`config.mk`:
```
export PLATFORM = sky130hd
export DESIGN_NAME = gcd_ops_fifo
export DESIGN_NICKNAME = d
export VERILOG_FILES = /design/src/rtl/gcd_pkg.sv /design/src/rtl/gcd_ops_mem.sv /design/src/rtl/gcd_ops_fifo.sv
export SDC_FILE = /design/constraint.sdc
export NUM_CORES = 1
export LEC_CHECK = 0
export BUFFER_PORTS_ARGS = -buffer_cell sky130_fd_sc_hd__buf_2
export CORE_UTILIZATION = 41
export DETAILED_ROUTE_END_ITERATION = 7
export PLACE_DENSITY = 0.68
export SLEW_MARGIN = 10
export SYNTH_ARGS = -nofsm -noshare
export SYNTH_HDL_FRONTEND = slang
export SYNTH_HIERARCHICAL = 1
export SYNTH_SLANG_ARGS = --single-unit
```
`constraint.sdc`:
```
create_clock -name clk -period 4 [get_ports clk]
set_input_delay 0.8 -clock clk [delete_from_list [all_inputs] [get_ports clk]]
set_output_delay 0.8 -clock clk [all_outputs]
set_load 0.1 [all_outputs]
```
`src/rtl/gcd_pkg.sv`:
```
// Shared constants and operand-pair type for the GCD control, datapath and operand FIFO.
package gcd_pkg;

  localparam int GCD_WL    = 8;
  localparam int GCD_DEPTH = 4;

  typedef struct packed {
    logic [GCD_WL-1:0] a;
    logic [GCD_WL-1:0] b;
  } ops_pair_t;

endpackage

```
`src/rtl/gcd_ops_mem.sv`:
```
// DEPTH-entry register file: one synchronous write port, one asynchronous read port.
module gcd_ops_mem #(
  parameter  int W     = 16,
  parameter  int DEPTH = 4,
  localparam int AW    = $clog2(DEPTH)
) (
  input  logic          clk,
  input  logic          we,
  input  logic [AW-1:0] waddr,
  input  logic [W-1:0]  wdata,
  input  logic [AW-1:0] raddr,
  output logic [W-1:0]  rdata
);

  logic [DEPTH-1:0][W-1:0] mem;

  // Contents are deliberately left unreset; occupancy tracking lives in the FIFO.
  for (genvar i = 0; i < DEPTH; i++) begin : g_ent
    always_ff @(posedge clk) begin
      if (we && waddr == AW'(i)) mem[i] <= wdata;
    end
  end

  assign rdata = mem[raddr];

endmodule

```
`src/rtl/gcd_ops_fifo.sv`:
```
// Operand-pair FIFO feeding the GCD unit; registered-only ready/valid, no empty bypass.
// Define GCD_OPS_ZERO_DROP_EN to accept-but-discard all-zero operand pairs.
module gcd_ops_fifo
  import gcd_pkg::*;
#(
  parameter  int WL    = GCD_WL,
  parameter  int DEPTH = GCD_DEPTH,
  localparam int AW    = $clog2(DEPTH),
  localparam int CW    = AW + 1
) (
  input  logic          clk,
  input  logic          rst_b,
  input  logic          in_val,
  output logic          in_rdy,
  input  logic [WL-1:0] in_A,
  input  logic [WL-1:0] in_B,
  output logic          ops_val,
  input  logic          ops_rdy,
  output logic [WL-1:0] ops_A,
  output logic [WL-1:0] ops_B,
  output logic [CW-1:0] count
);

  typedef struct packed {
    logic [WL-1:0] a;
    logic [WL-1:0] b;
  } pair_t;

  logic [AW-1:0] wr_ptr, rd_ptr;
  logic          push, pop, store, drop;
  pair_t         wdata, rdata;

  // Both flags come only from registered count, so no ready/valid feedthrough.
  assign in_rdy  = (count != CW'(DEPTH));
  assign ops_val = (count != '0);

  assign push = in_val & in_rdy;
  assign pop  = ops_val & ops_rdy;

`ifdef GCD_OPS_ZERO_DROP_EN
  assign drop = (in_A == '0) && (in_B == '0);
`else
  assign drop = 1'b0;
`endif
  assign store = push & ~drop;

  assign wdata = '{a: in_A, b: in_B};

  always_ff @(posedge clk or negedge rst_b) begin
    if (!rst_b) begin
      wr_ptr <= '0;
      rd_ptr <= '0;
      count  <= '0;
    end else begin
      if (store) wr_ptr <= wr_ptr + AW'(1);
      if (pop)   rd_ptr <= rd_ptr + AW'(1);
      case ({store, pop})
        2'b10:   count <= count + CW'(1);
        2'b01:   count <= count - CW'(1);
        default: count <= count;
      endcase
    end
  end

  gcd_ops_mem #(.W(2*WL), .DEPTH(DEPTH)) u_mem (
    .clk   (clk),
    .we    (store),
    .waddr (wr_ptr),
    .wdata (wdata),
    .raddr (rd_ptr),
    .rdata (rdata)
  );

  assign ops_A = rdata.a;
  assign ops_B = rdata.b;

endmodule

```
==> qor.yml <==
area_growth_pct: 16.7
antenna_found_initial: 0
status: "completed"
firstDrtPassIters: 4
synth_compound_area_frac: 0.00550
final_area_sq_mm: 0.00318
tns_ns: 0
finalCritPeriodShare: 0.786
relSlewSlack: 0.319
start_util: 0.427
clk_pin_slew_worst_paths_ns: 0.07
grt_pass1_vias: 1340
synth_top_family_by_area: "multiplexers"
fmax_ghz: 0.318
vias_per_cell: 5.06
finClkSkew_ns: 0.00613
io_pins: 41
end_kind: "primary output"
h-tree-depth: 3
grt_pass1_wl_microns: 6740
drive_gt1_frac: 0.424
grt-ovfl-total: 0
final_common_cell: "edfxtp_1"
cts_setup_buffers: 0
grt_max_degree: 19
yosys_warnings: 6
drtIter0Drc: 80
fin_util: 0.499
r2r-start: "count[1]"
cp-start-kind: "flop"
synth_xor_area_frac: 0.0225
layout_common_cells: "edfxtp_1, buf_2, mux4_2, clkbuf_8, dfrtp_1"
vias: 1250
drc: 0
die_w_microns: 83.6
yosys.area_share.simple: 0.0303
cts_hold_buf: 0
worst_slew_pin_slew_ns: 1.02
wl_microns: 4170
min_period_ns: 3.15
syn-num-nets: 139
rows: 29
gp_congestion: 0.647
rsz0062_at_grt: "no"
drtAntennaViolNets: 0
tritoncts: "yes"
numPortBuffers: 40
crit_type: "flop to primary output"
synthMuxAreaShare: 0.140
synth.cell_area_sq_mm: 0.00273
dieArea_sq_mm: 0.00698
cts_root_buf: "clkbuf_8"
required_ns: 3.20
hold_class: "primary input to asynchronous set/reset pin"
hold_viol_final: 0
n_antenna_cell: 0
synth_seq_cells: 71
cts.sinks: 71
critPathLaunch: "rd_ptr[0]"
cap_violations: 0
slew_viol_final: 0
nNetsFinal: 187
core_sq_mm: 0.00639
cts_buffer_depth: 2
dp.final_hpwl_microns: 2680
avgRoutedWirePerCell_microns: 16.9
post_dp_cell_area_sq_mm: 0.00300
synthCells: 117
synth.avg_cell_area_sq_um: 23.3
die_y_microns: 83.6
synthAdderAreaFrac: 0.0119
grt_usage: 0.133
synth_cell_types: 23
clk_latency_ns: 0.33
cts.repair.resized: 0
setup_viol: 0
arrival_ns: 2.35
fillCellCount: 524
cts_buffers: 9
cp_max_fo: 18
yosysSeqAreaShare: 0.769
[Yosys cell counts (all sizes together)]
master   n  area share
nor3b    1      0.0028
nand2    3      0.0069
o31a     1      0.0037
inv      4      0.0055
xor2     3      0.0096
or3      1      0.0028
and3     1      0.0023
mux4    16        0.14
dfrtp    7       0.064
nor2     1      0.0014
or3b     1      0.0041
and3b    2      0.0064
edfxtp  64        0.70
fa       1      0.0073
xnor2    4       0.013
o21ai    1      0.0018
buf      4       0.015
nand3    1      0.0037
ha       1      0.0046
[registers in the layout, summed over array words and instances, names as in the netlist]
name       count
count          3
u_mem/mem     64
wr_ptr         2
rd_ptr         2
[per-stage QoR]
stage | std cells | setup slack (ns) | hold WS [ns]
after floorplan | 117 | 0.679 | 0.440
after global placement | 231 | 1.17 | 0.509
after detailed placement | 231 | 1.13 | 0.534
after CTS | 247 | 0.765 | 0.281
after global routing | 247 | 0.687 | 0.293
final | 247 | 0.854 | 0.295
[path summary, 6_finish.rpt]
| check | slack [ns] | end | cells after the start |
|---|---|---|---|
| worst min register to register | 0.55 | count[2] | 1 |
| worst max register to register | 1.91 | count[2] | 8 |
| max in group asynchronous | 3.54 | rd_ptr[1] | 1 |
| min in group clk | 0.55 | count[2] | 1 |
| worst min-delay path | 0.30 | count[2] | 1 |
| worst max-delay path | 0.85 | ops_B[0] | 2 |
[cells by family after synthesis]
family | Yosys count
adder cells (fa/ha/maj) | 2
XOR/XNOR | 7
buffers and inverters | 8
flip-flops | 71
multiplexers | 16
AO/OA/AOI/OAI | 2
AND/OR/NAND/NOR | 11
[routing by layer]
metal,share of wire,wire [microns],vias to the layer above,track usage
li1,-,-,581,-
met1,0.41,1690,621,0.154
met2,0.52,2150,40,0.218
met3,0.059,245,8,0.0406
met4,0.019,79,0,0.0832
met5,0,0,-,0
[worst max-delay path, cell delays in order, from the launching register on]
cell and delay, ns:
dfrtp_1 1.02, mux4_1 0.68, buf_2 0.31
[area by class of cell]
| cell class | count | area [sq um] | area share |
|---|---|---|---|
| Clock buffer | 10 | 128 | 0.0401 |
| Clock inverter | 6 | 61.3 | 0.0193 |
| Inverter | 4 | 15.0 | 0.00472 |
| Multi-Input combinational cell | 38 | 579 | 0.182 |
| Sequential cell | 71 | 2100 | 0.659 |
| Tap cell | 77 | 96.3 | 0.0303 |
| Timing Repair Buffer | 41 | 208 | 0.0652 |
Power is left out: the tool's default activity adds up to more than one toggle a clock period on the data nets, which glitch-free logic cannot reach.
